**src/rtl/alu_arbiter_ctrl.sv**
```systemverilog
`default_nettype none
// ============================================================================
// alu_arbiter_ctrl : round-robin sharing of one combinational 16-bit ALU
//                    between two requesters, with per-opcode EXEC wait.
// Revision 1.0
// ============================================================================
module alu_arbiter_ctrl #(
  parameter int MUL_LAT = 2,
  parameter int DIV_LAT = 4
) (
  input  logic        clk,
  input  logic        rst,
  input  logic        i_req0_valid,
  input  logic [2:0]  i_req0_opcode,
  input  logic [15:0] i_req0_inp1,
  input  logic [15:0] i_req0_inp2,
  output logic        o_req0_ready,
  input  logic        i_req1_valid,
  input  logic [2:0]  i_req1_opcode,
  input  logic [15:0] i_req1_inp1,
  input  logic [15:0] i_req1_inp2,
  output logic        o_req1_ready,
  output logic [15:0] o_alu_inp1,
  output logic [15:0] o_alu_inp2,
  output logic [2:0]  o_alu_opcode,
  input  logic [31:0] i_alu_result,
  output logic        o_rsp_valid,
  input  logic        i_rsp_ready,
  output logic [31:0] o_rsp_data,
  output logic        o_rsp_id,
  output logic        o_rsp_err,
  output logic        o_busy,
  output logic [15:0] o_ops_done
);

  localparam logic [2:0] C_OP_MUL  = 3'b010;
  localparam logic [2:0] C_OP_DIV  = 3'b011;
  localparam logic [3:0] C_MUL_CNT = 4'(MUL_LAT - 1);
  localparam logic [3:0] C_DIV_CNT = 4'(DIV_LAT - 1);

  typedef enum logic [1:0] {
    S_IDLE = 2'd0,
    S_EXEC = 2'd1,
    S_RESP = 2'd2
  } state_t;

  state_t      r_state;
  state_t      w_state_nxt;
  logic        r_ptr;
  logic [3:0]  r_cnt;
  logic        r_id;
  logic [15:0] r_alu_inp1;
  logic [15:0] r_alu_inp2;
  logic [2:0]  r_alu_opcode;
  logic        r_rsp_valid;
  logic [31:0] r_rsp_data;
  logic        r_rsp_id;
  logic        r_rsp_err;
  logic [15:0] r_ops_done;

  logic        w_grant;
  logic        w_gnt_id;
  logic [2:0]  w_gnt_op;
  logic [15:0] w_gnt_inp1;
  logic [15:0] w_gnt_inp2;
  logic [3:0]  w_lat_cnt;
  logic        w_exec_done;
  logic        w_rsp_fire;
  logic        w_div_zero;

  // Pointer only breaks ties; a lone valid requester always wins.
  always_comb begin
    w_grant    = (r_state == S_IDLE) && (i_req0_valid || i_req1_valid);
    w_gnt_id   = (i_req0_valid && i_req1_valid) ? r_ptr : i_req1_valid;
    w_gnt_op   = w_gnt_id ? i_req1_opcode : i_req0_opcode;
    w_gnt_inp1 = w_gnt_id ? i_req1_inp1   : i_req0_inp1;
    w_gnt_inp2 = w_gnt_id ? i_req1_inp2   : i_req0_inp2;
    case (w_gnt_op)
      C_OP_MUL: w_lat_cnt = C_MUL_CNT;
      C_OP_DIV: w_lat_cnt = C_DIV_CNT;
      default:  w_lat_cnt = 4'd0;
    endcase
    w_exec_done = (r_state == S_EXEC) && (r_cnt == 4'd0);
    w_rsp_fire  = (r_state == S_RESP) && i_rsp_ready;
    w_div_zero  = (r_alu_opcode == C_OP_DIV) && (r_alu_inp2 == 16'h0000);
  end

  always_comb begin
    w_state_nxt = r_state;
    case (r_state)
      S_IDLE:  if (w_grant)     w_state_nxt = S_EXEC;
      S_EXEC:  if (w_exec_done) w_state_nxt = S_RESP;
      S_RESP:  if (i_rsp_ready) w_state_nxt = S_IDLE;
      default: w_state_nxt = S_IDLE;
    endcase
  end

  always_ff @(posedge clk) begin
    if (rst) begin
      r_state      <= S_IDLE;
      r_ptr        <= 1'b0;
      r_cnt        <= 4'd0;
      r_id         <= 1'b0;
      r_alu_inp1   <= 16'h0000;
      r_alu_inp2   <= 16'h0000;
      r_alu_opcode <= 3'b000;
      r_rsp_valid  <= 1'b0;
      r_rsp_data   <= 32'h0000_0000;
      r_rsp_id     <= 1'b0;
      r_rsp_err    <= 1'b0;
      r_ops_done   <= 16'h0000;
    end else begin
      r_state <= w_state_nxt;
      if (w_grant) begin
        r_alu_opcode <= w_gnt_op;
        r_alu_inp1   <= w_gnt_inp1;
        r_alu_inp2   <= w_gnt_inp2;
        r_id         <= w_gnt_id;
        r_ptr        <= ~w_gnt_id;
        r_cnt        <= w_lat_cnt;
      end else if ((r_state == S_EXEC) && (r_cnt != 4'd0)) begin
        r_cnt <= r_cnt - 4'd1;
      end
      // The ALU result is only trusted on the final EXEC cycle.
      if (w_exec_done) begin
        r_rsp_valid <= 1'b1;
        r_rsp_id    <= r_id;
        r_rsp_err   <= w_div_zero;
        r_rsp_data  <= w_div_zero ? 32'h0000_0000 : i_alu_result;
      end else if (w_rsp_fire) begin
        r_rsp_valid <= 1'b0;
        r_ops_done  <= r_ops_done + 16'd1;
      end
    end
  end

  assign o_req0_ready = w_grant && !w_gnt_id && i_req0_valid;
  assign o_req1_ready = w_grant &&  w_gnt_id && i_req1_valid;
  assign o_alu_inp1   = r_alu_inp1;
  assign o_alu_inp2   = r_alu_inp2;
  assign o_alu_opcode = r_alu_opcode;
  assign o_rsp_valid  = r_rsp_valid;
  assign o_rsp_data   = r_rsp_data;
  assign o_rsp_id     = r_rsp_id;
  assign o_rsp_err    = r_rsp_err;
  assign o_busy       = (r_state != S_IDLE);
  assign o_ops_done   = r_ops_done;

endmodule
`default_nettype wire

```
**config.mk**
```make
export PLATFORM = sky130hd
export DESIGN_NAME = alu_arbiter_ctrl
export DESIGN_NICKNAME = d
export VERILOG_FILES = /design/src/rtl/alu_arbiter_ctrl.sv
export SDC_FILE = /design/constraint.sdc
export NUM_CORES = 1
export LEC_CHECK = 0
export ABC_AREA = 1
export BUFFER_PORTS_ARGS = -buffer_cell sky130_fd_sc_hd__buf_4
export CAP_MARGIN = 10
export CORE_ASPECT_RATIO = 1.1
export CORE_MARGIN = 4
export CORE_UTILIZATION = 48
export CTS_BUF_LIST = sky130_fd_sc_hd__clkbuf_8
export DETAILED_ROUTE_END_ITERATION = 10
export HOLD_SLACK_MARGIN = 0.08
export PLACE_DENSITY = 0.85
export SYNTH_ARGS = -nofsm -noshare
export SYNTH_HDL_FRONTEND = slang
export SYNTH_SLANG_ARGS = --single-unit
```
**constraint.sdc**
```tcl
create_clock -name clk -period 1.6 [get_ports clk]
set_clock_uncertainty 0.1 [all_clocks]
set_input_delay 0.32 -clock clk [delete_from_list [all_inputs] [get_ports clk]]
set_output_delay 0.32 -clock clk [all_outputs]
set_load 0.1 [all_outputs]
```
# [After elaboration in Yosys (flattened, before gate mapping)]
# Index checks and enable logic that the tools add are counted.
[totals] reg_bits=94 latch_bits=0 ram_bits=0 mem_bits_ro=0 inputBits=107 output_inout_bits=89 memories=0
[op_classes] n_addsub=2 n_mul=0 div=0 n_lt_le_gt_ge=0 n_eq_ne=8 n_shift=0 mux=14 bitwise=2 reduce_logical=21
[ops] op="$mux 16" count=2
[ops] op="$mux 32" count=1
[ops] op="$add 16x1->16 const B" count=1
[ops] op="$logic_not 16->1" count=1
[ops] op="$logic_and 1x1->1" count=10
[ops] op="$eq 3x2->1 const B" count=3
[ops] op="$mux 4" count=2
[ops] op="$mux 2" count=3
[ops] op="$ne 2x2->1 const B" count=3
[ops] op="$pmux 2 s3" count=1
[ops] op="$reduce_bool 2->1" count=3
[ops] op="$logic_not 4->1" count=1
[ops] op="$pmux 2 s2" count=1
[ops] op="$reduce_bool 4->1" count=1
[ops] op="$sub 4x1->4 const B" count=1
[ops] op="$mux 1" count=3
[ops] op="$mux 3" count=1
[ops] op="$reduce_and 3->1" count=1
[ops] op="$eq 2x1->1 const B" count=1
[ops] op="$eq 2x2->1 const B" count=1
[ops] op="$logic_not 2->1" count=1
[ops] op="$not 1->1" count=2
[ops] op="$reduce_and 2->1" count=1
[ops] op="$logic_not 1->1" count=1
[ops] op="$logic_or 1x1->1" count=1

# [Longest topological paths before layout]
[logic_depth] depth_word=6 ltp_mapped=10

# [Worst setup path before layout]
# Ideal clock, no wire load.
[synth_timing] path_type="register to register" start="register r_ops_done[0] (netlist: o_ops_done[0])" end="register r_ops_done[12] (netlist: o_ops_done[12])" setup_ns=0.117 arrival_time_ns=1.972 required_time_ns=1.383 path_slack_ns=-0.589 stages_incl_launch_ff=9 path_buffers=0 path_cell_list="dfxtp_1 -> ha_1 -> nand3_1 -> nor2_1 -> nand2_1 -> nor2_1 -> nand2_1 -> nand2_1 -> nor2_1"
[synth_between] elab_chain_len=1
[synth_rtl] item="from (decl)" line="59" source="logic [15:0] r_ops_done;"
[synth_rtl] item="from (signal assigned)" line="132" source="r_ops_done <= r_ops_done + 16'd1;"
[synth_rtl] item="$add 16x1->16" line="132"
# Every way passes these cells.
# A chain may end at the register's enable or synchronous reset.

# [Worst setup path after layout]
[layout_timing] start="register r_state[1]" end="output o_req0_ready"
[layout_between] elab_chain_len=4
[layout_rtl] item="from (decl)" line="47" source="state_t r_state;"
[layout_rtl] item="from (signal assigned)" line="113" source="r_state <= w_state_nxt;"
[layout_rtl] item="$logic_not 2->1" line="73" source="w_grant = (r_state == S_IDLE) && (i_req0_valid || i_req1_valid);"
[layout_rtl] item="$logic_and 1x1->1" line="73"
[layout_rtl] item="$logic_and 1x1->1 (2 in series)" line="137" source="assign o_req0_ready = w_grant && !w_gnt_id && i_req0_valid;"
[layout_rtl] item="to (decl)" line="17" source="output logic o_req0_ready,"
# Every way passes these cells.

==> impl_metrics.json <==
{
  "core_um2": 8408,
  "status": "finished with violations",
  "overflow": 0,
  "fin_ws_ns": -0.09112,
  "path_clk_slew_ns": 0.08,
  "rrSetupSlack_ns": 0.04,
  "violations": "setup timing",
  "die_w_um": 96.81,
  "worst_pin_slew_ns": 0.3143,
  "grt_pass1_vias": 4342,
  "n_fill_cell": 641,
  "finalCritPeriodShare_pct": 105.7,
  "grtUsageTotal_pct": 22.95,
  "finalPower_w": 0.008406,
  "arrival_ns": 1.27,
  "power_density_nw_per_um2": 1333,
  "area_growth_pct": 51.44,
  "final_cell_mix": "220 x buf_4, 189 x nand2_1, 69 x nand3_1",
  "clkLatencyLatePin_ns": 0.35,
  "die_area_um2": 10230,
  "synth_seq_cells": 94,
  "port_buffers": 195,
  "htreeDepth": 3,
  "drt_iter0_drc": 136,
  "fin_nets": 907,
  "yosys_warnings": 0,
  "clock_tree.root_cell": "clkbuf_8",
  "cp.required_ns": 1.18,
  "finalMaxSlewViolations": 0,
  "synth.distinct_cells": 31,
  "mostFrequentLayoutCell": "buf_4",
  "fin_crit_ns": 1.691,
  "leakagePower_nw": 3.099,
  "io_pins": 196,
  "hold_violations": 0,
  "ys_seq_area_share_pct": 45.19,
  "cts_tree": "done",
  "route.detailed.drc": 0,
  "setup_viol_count_final": 2,
  "place.gp.congestion": 0.8263,
  "max_cap_violations": 0,
  "netlist_area_um2": 4164,
  "start_util_pct": 49.52,
  "die_y_um": 105.7,
  "drt_wl_total_um": 12830,
  "critPathMaxFanout": 2,
  "clk_path_buf_depth": 2,
  "rsz0062_at_grt": "true",
  "antenna_found_initial": 0,
  "row_count": 35,
  "slew_headroom_pct": 78.85,
  "hold_depth": 2,
  "vias": 4641,
  "grt_pass1_wl_um": 19530,
  "hp-class": "in2reg",
  "final_util_pct": 75.00,
  "peakVddDrop_uv": 852.5,
  "rr_worst_depth": 8,
  "grt_max_degree": 37,
  "syn-num-nets": 694,
  "numClockSinks": 94,
  "fmax_mhz": 591.3,
  "drt-vias-per-instance": 5.083,
  "drtPass1Iterations": 5,
  "dp_hpwl_um": 9491,
  "cts_buffers": 9,
  "detail-route-antenna-nets": 0,
  "whs_ns": 0.1263,
  "diodes": 0,
  "postSynthCellCount": 584,
  "end_kind": "output pin",
  "drive_gt1_share_pct": 38.53,
  "wl_per_cell_um": 14.06,
  "synth_area_per_cell_um2": 7.130,
  "worstSetupPathType": "reg2out",
  "start_kind": "flop"
}
-- Yosys cell counts (all sizes together) --
cell type,n,area share (%)
nor4,1,0.15
xnor2,1,0.21
o21ai,15,2.1
buf,20,3.6
o21a,1,0.18
dfxtp,94,45
nor3b,4,0.72
a21oi,50,6.0
inv,61,5.5
nor3,8,0.96
nand2,192,17
clkbuf,9,0.81
a211oi,1,0.18
nand3,72,9.1
o211ai,2,0.36
nand4,5,0.75
nor2,39,5.0
xor2,1,0.21
ha,3,0.90
a31oi,5,0.75
-- stage by stage --
| stage | worst slack, ns | cells | TNS [ns] | cell area, um^2 |
|---|---|---|---|---|
| final | -0.09112 | 913 | -0.1649 | 6306 |
| after global routing | -0.1363 | 913 | -0.3302 | 6306 |
| after CTS | -0.1143 | 898 | -0.1772 | 6098 |
| after detailed placement | -0.08106 | 877 | -1.280 | 5818 |
| after global placement | 0.02748 | 877 | 0 | 5818 |
| after floorplan | -0.007197 | 584 | -0.007197 | 4263 |
-- routing by layer --
layer	global-route usage (%)	vias up	wire [um]
met3	7.611	33	1068
met5	0	-	0
met1	25.08	2132	4856
met4	9.529	0	380
met2	40.63	185	6529
li1	-	2291	-
-- critical path: stages, from the launching register on --
cell	delay (ns)
dfxtp_2	0.34
nor2_4	0.19
o21ai_4	0.11
nor2_8	0.11
buf_12	0.18
-- flip-flops by register name (all words and copies together) (netlist names), 2 cells and up --
register / cells
r_cnt: 4
r_state: 2
o_ops_done: 16
o_alu_opcode: 3
o_rsp_data: 32
o_alu_inp1: 16
o_alu_inp2: 16
-- kinds of logic (layout without fill, tap and decap cells) --
logic type / count (synthesis) / count (layout) / synth area share [%]
AO/OA/AOI/OAI: 74 / 74 / 9.555
AND/OR/NAND/NOR: 321 / 321 / 33.98
buffers and inverters: 90 / 308 / 9.946
adder cells (fa/ha/maj): 3 / 3 / 0.9015
XOR/XNOR: 2 / 2 / 0.4207
flip-flops: 94 / 94 / 45.19
-- layout make-up --
class / instances / area [um^2] / area share (%)
repair buffers: 231 / 1847 / 29.29
well taps: 111 / 138.9 / 2.202
flip-flops and latches: 94 / 1974 / 31.31
clock inverters: 7 / 71.32 / 1.131
clock buffers: 9 / 123.9 / 1.964
inverters: 61 / 244.0 / 3.869
multi-input cells: 400 / 1907 / 30.24
-- report_power, final --
part           switching, W  internal [W]  leakage [nW]
Clock              0.000828      0.000728         0.102
Combinational       0.00293       0.00110          2.21
Sequential         0.000182       0.00264         0.789
-- final timing paths --
check | from | end
worst max-delay path | r_state[1]$_SDFFE_PP0P_ | o_req0_ready
worst min-delay path | rst | r_state[1]$_SDFFE_PP0P_
worst max register to register | r_state[0]$_SDFFE_PP0P_ | o_ops_done[5]$_SDFFE_PP0P_
worst min register to register | o_ops_done[11]$_SDFFE_PP0P_ | o_ops_done[11]$_SDFFE_PP0P_
-- what timing repair did --
action                                  4_1_cts  5_1_grt
pin swaps                                     4        7
hold buffers                                  0        0
gates cloned                                  0        2
endpoints found under the setup margin       37       58
setup buffers                                 5       13
gates resized for setup                      14       20
(Power assumes the default switching activity.)
